==> src/rtl/map_table_nway.sv <==
// N-way register-alias table: speculative + retired mappings, intra-group rename
// bypass, CDB ready tracking and single-cycle restore of speculative from retired.
module map_table_nway #(
  parameter int unsigned WAYS        = 2,
  parameter int unsigned RETIRE_WAYS = 2,
  parameter int unsigned CDB_PORTS   = 2,
  parameter int unsigned ARCH_REGS   = 32,
  parameter int unsigned PHYS_REGS   = 64,
  localparam int unsigned AW = $clog2(ARCH_REGS),
  localparam int unsigned PW = $clog2(PHYS_REGS)
) (
  input  logic                      clk,
  input  logic                      reset,
  input  logic [WAYS*AW-1:0]        src1_arch,
  input  logic [WAYS*AW-1:0]        src2_arch,
  input  logic [WAYS*AW-1:0]        dest_arch,
  input  logic [WAYS-1:0]           rename_valid,
  input  logic [WAYS*PW-1:0]        new_pr,
  output logic [WAYS*PW-1:0]        src1_pr,
  output logic [WAYS*PW-1:0]        src2_pr,
  output logic [WAYS-1:0]           src1_rdy,
  output logic [WAYS-1:0]           src2_rdy,
  output logic [WAYS*PW-1:0]        old_pr,
  input  logic [CDB_PORTS-1:0]      cdb_valid,
  input  logic [CDB_PORTS*PW-1:0]   cdb_pr,
  input  logic [RETIRE_WAYS-1:0]    retire_valid,
  input  logic [RETIRE_WAYS*AW-1:0] retire_arch,
  input  logic [RETIRE_WAYS*PW-1:0] retire_pr,
  input  logic                      restore,
  output logic [ARCH_REGS*PW-1:0]   arch_pr
);

  logic [PW-1:0]        spec_pr   [ARCH_REGS];
  logic [PW-1:0]        spec_pr_n [ARCH_REGS];
  logic [PW-1:0]        ret_pr    [ARCH_REGS];
  logic [PW-1:0]        ret_pr_n  [ARCH_REGS];
  logic [ARCH_REGS-1:0] spec_rdy;
  logic [ARCH_REGS-1:0] spec_rdy_n;

  function automatic logic cdb_hit(input logic [PW-1:0] pr);
    cdb_hit = 1'b0;
    for (int c = 0; c < CDB_PORTS; c++) begin
      if (cdb_valid[c] && (cdb_pr[c*PW +: PW] == pr)) cdb_hit = 1'b1;
    end
  endfunction

  // Rename lookups: table read, then in-order bypass from older valid ways
  always_comb begin
    src1_pr  = '0;
    src2_pr  = '0;
    src1_rdy = '0;
    src2_rdy = '0;
    old_pr   = '0;
    for (int k = 0; k < WAYS; k++) begin
      src1_pr[k*PW +: PW] = spec_pr[src1_arch[k*AW +: AW]];
      src1_rdy[k] = spec_rdy[src1_arch[k*AW +: AW]] | cdb_hit(spec_pr[src1_arch[k*AW +: AW]]);
      src2_pr[k*PW +: PW] = spec_pr[src2_arch[k*AW +: AW]];
      src2_rdy[k] = spec_rdy[src2_arch[k*AW +: AW]] | cdb_hit(spec_pr[src2_arch[k*AW +: AW]]);
      if (dest_arch[k*AW +: AW] != '0) old_pr[k*PW +: PW] = spec_pr[dest_arch[k*AW +: AW]];
      for (int j = 0; j < k; j++) begin
        if (rename_valid[j] && (dest_arch[j*AW +: AW] != '0)) begin
          if (dest_arch[j*AW +: AW] == src1_arch[k*AW +: AW]) begin
            src1_pr[k*PW +: PW] = new_pr[j*PW +: PW];
            src1_rdy[k] = 1'b0;
          end
          if (dest_arch[j*AW +: AW] == src2_arch[k*AW +: AW]) begin
            src2_pr[k*PW +: PW] = new_pr[j*PW +: PW];
            src2_rdy[k] = 1'b0;
          end
          if (dest_arch[j*AW +: AW] == dest_arch[k*AW +: AW]) old_pr[k*PW +: PW] = new_pr[j*PW +: PW];
        end
      end
    end
  end

  // Retired-table next state; later ways overwrite earlier ones
  always_comb begin
    ret_pr_n = ret_pr;
    for (int r = 0; r < RETIRE_WAYS; r++) begin
      if (retire_valid[r] && (retire_arch[r*AW +: AW] != '0))
        ret_pr_n[retire_arch[r*AW +: AW]] = retire_pr[r*PW +: PW];
    end
  end

  // Speculative next state: CDB wakeup, then renames (youngest last), restore overrides
  always_comb begin
    spec_pr_n  = spec_pr;
    spec_rdy_n = spec_rdy;
    for (int i = 1; i < ARCH_REGS; i++) begin
      if (cdb_hit(spec_pr[i])) spec_rdy_n[i] = 1'b1;
    end
    for (int k = 0; k < WAYS; k++) begin
      if (rename_valid[k] && (dest_arch[k*AW +: AW] != '0)) begin
        spec_pr_n[dest_arch[k*AW +: AW]]  = new_pr[k*PW +: PW];
        spec_rdy_n[dest_arch[k*AW +: AW]] = cdb_hit(new_pr[k*PW +: PW]);
      end
    end
    if (restore) begin
      spec_pr_n  = ret_pr_n;
      spec_rdy_n = '1;
    end
  end

  always_ff @(posedge clk) begin
    if (reset) begin
      for (int i = 0; i < ARCH_REGS; i++) begin
        spec_pr[i] <= PW'(i);
        ret_pr[i]  <= PW'(i);
      end
      spec_rdy <= '1;
    end else begin
      spec_pr  <= spec_pr_n;
      spec_rdy <= spec_rdy_n;
      ret_pr   <= ret_pr_n;
    end
  end

  always_comb begin
    arch_pr = '0;
    for (int i = 0; i < ARCH_REGS; i++) arch_pr[i*PW +: PW] = ret_pr[i];
  end

endmodule

==> config.mk <==
export PLATFORM = sky130hd
export DESIGN_NAME = map_table_nway
export DESIGN_NICKNAME = d
export VERILOG_FILES = /design/src/rtl/map_table_nway.sv
export SDC_FILE = /design/constraint.sdc
export NUM_CORES = 2
export LEC_CHECK = 0
export ABC_AREA = 0
export CELL_PAD_IN_SITES_DETAIL_PLACEMENT = 0
export CELL_PAD_IN_SITES_GLOBAL_PLACEMENT = 1
export CORE_ASPECT_RATIO = 1.2
export CORE_MARGIN = 2
export CORE_UTILIZATION = 35
export DETAILED_ROUTE_END_ITERATION = 8
export DONT_BUFFER_PORTS = 1
export GPL_TIMING_DRIVEN = 0
export PLACE_DENSITY_LB_ADDON = 0.1
export SLEW_MARGIN = 20
export SYNTH_ARGS = -nofsm -noshare
export SYNTH_HDL_FRONTEND = slang
export SYNTH_SLANG_ARGS = --single-unit
==> constraint.sdc <==
create_clock -name clk -period 2.5 [get_ports clk]
set_clock_uncertainty 0.05 [all_clocks]
set_input_delay 0.125 -clock clk [delete_from_list [all_inputs] [get_ports clk]]
set_output_delay 0.125 -clock clk [all_outputs]
set_load 0.01 [all_outputs]
==> summary.md, run 1 <==
| Metric | Value |
|---|---|
| # IOs | `317` |
| Synth Area in XOR/XNOR | `approximately 11%` |
| Cells after synthesis | `4217` |
| Horiz. Die Dim | `roughly 300 um` |
| Num CTS Buffers | `47` |
| H-tree levels | `2` |
| Post-synth EDFFs | `0` |
| Post-synthesis mux area share | `31.7%` |
| Overall Global Routing Usage | `a little over half` |
| Async SR Flop Fraction | `0%` |
| Post-detail-place hpwl | `approximately 210000 um` |
| Yosys top cell area share | `around 22%` |
| Synth Area in Simple Gates | `between 10% and 20%` |
| Adder-Cell Fraction of Synth Area | `0%` |
| First Err | `[ERROR GRT-0232] Routing congestion too high. Check the congestion heatmap in the GUI.` |
| Placed cell areas | `~40000 um^2` |
| Avg Cell Area, Syn | `about 9 um^2` |
| Initial Util | `around a third` |
| Row count | `~130` |
| Compound-gate portion of the synthesized area | `a little over an eighth` |
| Post-synth net total | `around 4300` |
| Total grt overflow | `1` |
| Sequential area share after synthesis | `22.4%` |
| Post-synth top cells | `nor2_1 (492), clkbuf_1 (437), dfxtp_1 (416), mux2i_1 (372), mux4_2 (350)` |
| Clock root cell | `clkbuf_16` |
| Synth top area cells | `dfxtp_1 (22%), mux4_2 (21%), mux2i_1 (10%)` |
| Port bufs | `0` |
| Failed at | `5_1_grt` |
| Die height | `between 300 and 400 um` |
| Post-Syn Area | `about 37000 um^2` |
| TritonCTS sink count | `416` |
| GPL Wtd Cong | `around 1.1` |
| Synth warnings | `0` |
| Largest family of logic cells by synthesized area | `multiplexers` |
| Seq cells post-synth | `416` |
| Area leader, netlist | `dfxtp_1` |
| Netlist cell types | `between 50 and 60` |
| Largest net degree at the start of global routing | `14` |
| Status | `stopped before the end` |
| Top_reg_cell synth | `dfxtp_1` |
| Most numerous cell in the Yosys netlist | `nor2_1` |
| CTS max path bufs | `3` |
metal layers:
layer | GRT overflow | track usage (%)
met1 | 0 | 60.5
met4 | 0 | 44.2
met3 | 0 | 29.5
met2 | 1 | 74.4
met5 | 0 | 4.72
kinds of logic after synthesis:
| kind of cell | count (synthesis) |
|---|---|
| buf+inv | 636 |
| compound gates | 786 |
| flops | 416 |
| mux | 737 |
| simple gates | 1184 |
| xor+xnor | 458 |
timing repair:
item / 4_1_cts
hold buffers: 18
hold endpoints to repair: 21
buffers inserted: 57
pin swaps: 43
endpoints found under the setup margin: 219
resized for setup: 590
metrics by stage:
stage	setup TNS [ns]	utilization, %	worst slack (ns)	hold slack (ns)	std cells
after floorplan	-0.0475	-	-0.0361	0.268	4217
after global placement	-368.13	37.1	-2.22	0.344	5613
after detailed placement	-221.43	37.4	-1.47	0.341	5628
after CTS	-9.70	40.8	-0.951	0.0216	5659
==> run 2: changes to the inputs <==
- CELL_PAD_IN_SITES_DETAIL_PLACEMENT: 0 -> unset
- CELL_PAD_IN_SITES_GLOBAL_PLACEMENT: 1 -> unset
- CORE_ASPECT_RATIO: 1.2 -> unset
- CORE_UTILIZATION: 35 -> 20
- PLACE_DENSITY_LB_ADDON: 0.1 -> 0.15
- clock period: 2.5 -> 3.25 ns (I/O delays scaled with it)
==> run 2 against run 1 <==
  * The flow now finishes, with violations (setup timing)
  * Synthesized cell count is the same
  * Area after synthesis is the same
==> summary.md, run 2 <==
| Metric | Value |
|---|---|
| Post-Syn Area | `37300 um^2 (unchanged)` |
| Core area | `185000 um^2` |
| Initial antenna violation count | `42` |
| R2R Path Start | `spec_pr[4]` |
| Smallest hold slack | `roughly 0.07 ns` |
| Final setup viols | `6` |
| Sequential area share after synthesis | `22.4% (unchanged)` |
| Routed vias/inst | `approximately 5.8` |
| Routed vias | `39800` |
| Synth top area cells | `dfxtp_1 (22%), mux4_2 (21%), mux2i_1 (10%)` |
| R2R Setup Slk | `between 0.3 and 0.4 ns` |
| DRC | `0` |
| Clk slew on worst S/H paths | `0.07 ns` |
| Reg-to-reg endpoint | `spec_rdy[31]` |
| VDD IR max | `a little over 0.0004 V` |
| Routed WL per cell | `about 45 um` |
| Netlist cell types | `57 (unchanged)` |
| Final hold viol count | `0` |
| Port bufs | `0 (unchanged)` |
| Largest net degree at the start of global routing | `15` |
| Row count | `158 (+21%)` |
| Final Slew Violations | `0` |
| Cell breakdown of the critical path | `mux4_2 -> mux4_2 -> mux2i_4 -> xor2_1 -> nand4_1 -> or4_4 -> nand3_4` |
| Worst setup path endpoint | `src2_rdy[0]` |
| RSZ-0062 raised after global routing | `true` |
| Setup ws final | `-0.321 ns` |
| Nets | `4364` |
| Reg2reg path depth | `10` |
| Num CTS Buffers | `50 (+6.4%)` |
| Initial Util | `20.1% (-15 points)` |
| Area leader, netlist | `dfxtp_1` |
| Leak | `15.2 nW` |
| First-pass GRT wire length | `slightly below 400000 um` |
| Rel. slew slack | `12.1%` |
| Synth warnings | `0 (unchanged)` |
| Startpoint types | `flop` |
| Total grt overflow | `0` |
| Clk Latency, worst-skew pair | `0.63 ns` |
| Fill count | `about 20000` |
| CTS tree | `built` |
| Slowest cell on the critical path | `mux4_2` |
| Critical Path Sink Type | `primary output` |
| Drt initial violations | `6325` |
| Worst path top cell family by delay | `multiplexers` |
| Max stage delay on crit path | `approximately 0.58 ns` |
| Required time of the worst setup path | `roughly 3 ns` |
| Worst Setup SP | `spec_pr[80]` |
| P_sw | `5.83 mW` |
| Die area | `190000 um^2` |
| Worst Path Arrival | `about 3.4 ns` |
| Slew @ Worst Pin | `1.30 ns` |
| Stages on worst setup path | `7` |
| Die height | `436 um (+21%)` |
| Area Growth Syn to Fin | `20.4%` |
| Cell Int Power | `9.85 mW` |
| Async SR Flop Fraction | `0% (unchanged)` |
| Post-synth EDFFs | `0 (unchanged)` |
| Status | `finished with violations` |
| Post-synth net total | `4302 (unchanged)` |
| Clock root cell | `clkbuf_16` |
| # IOs | `317 (unchanged)` |
| Failing checks | `setup timing` |
| First-pass DRT Iterations | `6` |
| Most frequent cells in the layout | `nor2_1 (473), mux4_2 (350), mux2i_1 (350), clkbuf_1 (320), dfxtp_1 (313)` |
| Post-synth top cells | `nor2_1 (492), clkbuf_1 (437), dfxtp_1 (416), mux2i_1 (372), mux4_2 (350)` |
| Max cap viols | `0` |
| Most used cell along the critical path | `mux4_2` |
| Clock share of power | `36.9%` |
| Hold Path Class | `primary input to flop` |
| PD cells | `350 nW/um^2` |
| TritonCTS sink count | `416 (unchanged)` |
| Vias in the first global route | `36200` |
| CTS max path bufs | `3 (unchanged)` |
| Non-filler cells, final | `between 6000 and 7000` |
| Crit path time final | `roughly 3.6 ns` |
| Most numerous cell in the Yosys netlist | `nor2_1` |
| CP max FO | `9` |
| Most common cell after layout, fill and taps aside | `nor2_1` |
| Final WL | `roughly 310000 um` |
| Layout cell share with drive strength beyond 1 | `22.3%` |
| Top_reg_cell synth | `dfxtp_1` |
| Critical path type | `flop to primary output` |
| Placed Cells | `6717 (+19%)` |
| Yosys top cell area share | `22.4% (unchanged)` |
| H-tree levels | `2 (unchanged)` |
| GPL Wtd Cong | `1.03 (-3.1%)` |
| Sequential power share | `between 30% and 40%` |
| Final period utilization | `110%` |
| Buf+Inv Stages, Crit Path | `0` |
| Horiz. Die Dim | `436 um (+44%)` |
| Comb pwr share | `between 20 and 30%` |
| Post-detail-place hpwl | `230000 um (+7.5%)` |
| Post-route ant nets | `0` |
| Finished Core Util | `about 24%` |
| Overall Global Routing Usage | `between 30% and 40%` |
| Sw Share | `37.2%` |
| FMAX | `around 0.28 GHz` |
| Pre-CTS setup slack | `-0.871 ns (+0.603 ns)` |
| Seq cells post-synth | `416 (unchanged)` |
| Cells after synthesis | `4217 (unchanged)` |
| Avg Cell Area, Syn | `8.83 um^2 (unchanged)` |
[run 2: cell counts after synthesis]
Identical to the previous run, type by type.
[run 2: layout make-up]
type / count / area [um^2] / share of cell area, %
multi-input combinational: 3165 / 27000 / 60.2
sequential: 416 / 8570 / 19.1
buffer: 517 / 3190 / 7.10
tap: 2480 / 3100 / 6.92
clock buffer: 71 / 1430 / 3.19
timing repair buffer: 110 / 1240 / 2.77
clock inverter: 17 / 153 / 0.340
antenna: 32 / 80.1 / 0.179
inverter: 19 / 71.3 / 0.159
[run 2: metal layers]
| metal | part of all wire (%) | track usage, % | vias up |
|---|---|---|---|
| met1 | 41 | 40.4 | 20600 |
| li1 | - | - | 15500 |
| met5 | 0.063 | 0.126 | - |
| met3 | 12 | 11.8 | 613 |
| met2 | 40 | 43.6 | 3152 |
| met4 | 6.4 | 16.4 | 20 |
[run 2: power groups by stage]
stage                     registers, mW  clock network, mW  logic [mW]
after floorplan                    5.39                  0        2.31
after global placement             5.43                  0        4.02
after detailed placement           5.43                  0        4.08
after CTS                          5.58               5.82        4.12
after global routing               5.59               6.00        4.36
final                              5.62               5.78        4.29
[run 2: how the worst min path moves through the flow]
| stage | from | endpoint | slack (ns) | depth (start not counted) |
|---|---|---|---|---|
| 2_1_floorplan | retire_pr[7] | arch_pr[103] | 0.31 | 2 |
| 3_3_place_gp | retire_pr[10] | arch_pr[52] | 0.35 | 2 |
| 3_5_place_dp | retire_pr[10] | arch_pr[52] | 0.36 | 2 |
| 4_1_cts | retire_arch[8] | arch_pr[96] | 0.007 | 4 |
| 5_1_grt | retire_arch[8] | arch_pr[144] | 0.10 | 4 |
| 6_report | retire_arch[8] | arch_pr[96] | 0.07 | 4 |
[run 2: cells by family (layout without fill, tap and decap cells)]
group	after synthesis	after routing	synth area share [%]
multiplexers	737	737	31.7
flip-flops	416	416	22.4
AO/OA/AOI/OAI	786	786	13.7
buffers and inverters	636	734	6.67
other	0	32	0
XOR/XNOR	458	458	10.8
AND/OR/NAND/NOR	1184	1184	14.9
[run 2: stage by stage]
| step | cell area (um^2) | TNS [ns] | total power [mW] |
|---|---|---|---|
| 2_1_floorplan | 37300 | 0 | 7.70 |
| 3_3_place_gp | 40400 | -142.14 | 9.45 |
| 3_5_place_dp | 41000 | -48.02 | 9.50 |
| 4_1_cts | 44500 | -1.29 | 15.5 |
| 5_1_grt | 44800 | -1.36 | 15.9 |
| 6_report | 44800 | -1.16 | 15.7 |
[run 2: tightest hold or removal path: stages]
cell and delay [ns]:
nor2_1 0.07, nand2_1 0.16, nor2_1 0.14, a311oi_1 0.13
[run 2: what timing repair did]
action,in CTS,in global routing
setup buffers,66,8
gates cloned,0,0
gates resized for setup,406,67
setup endpoints to repair,41,11
pin swaps,13,12
endpoints found under the hold margin,20,0
hold buffers,17,0
(Power assumes the default switching activity.)
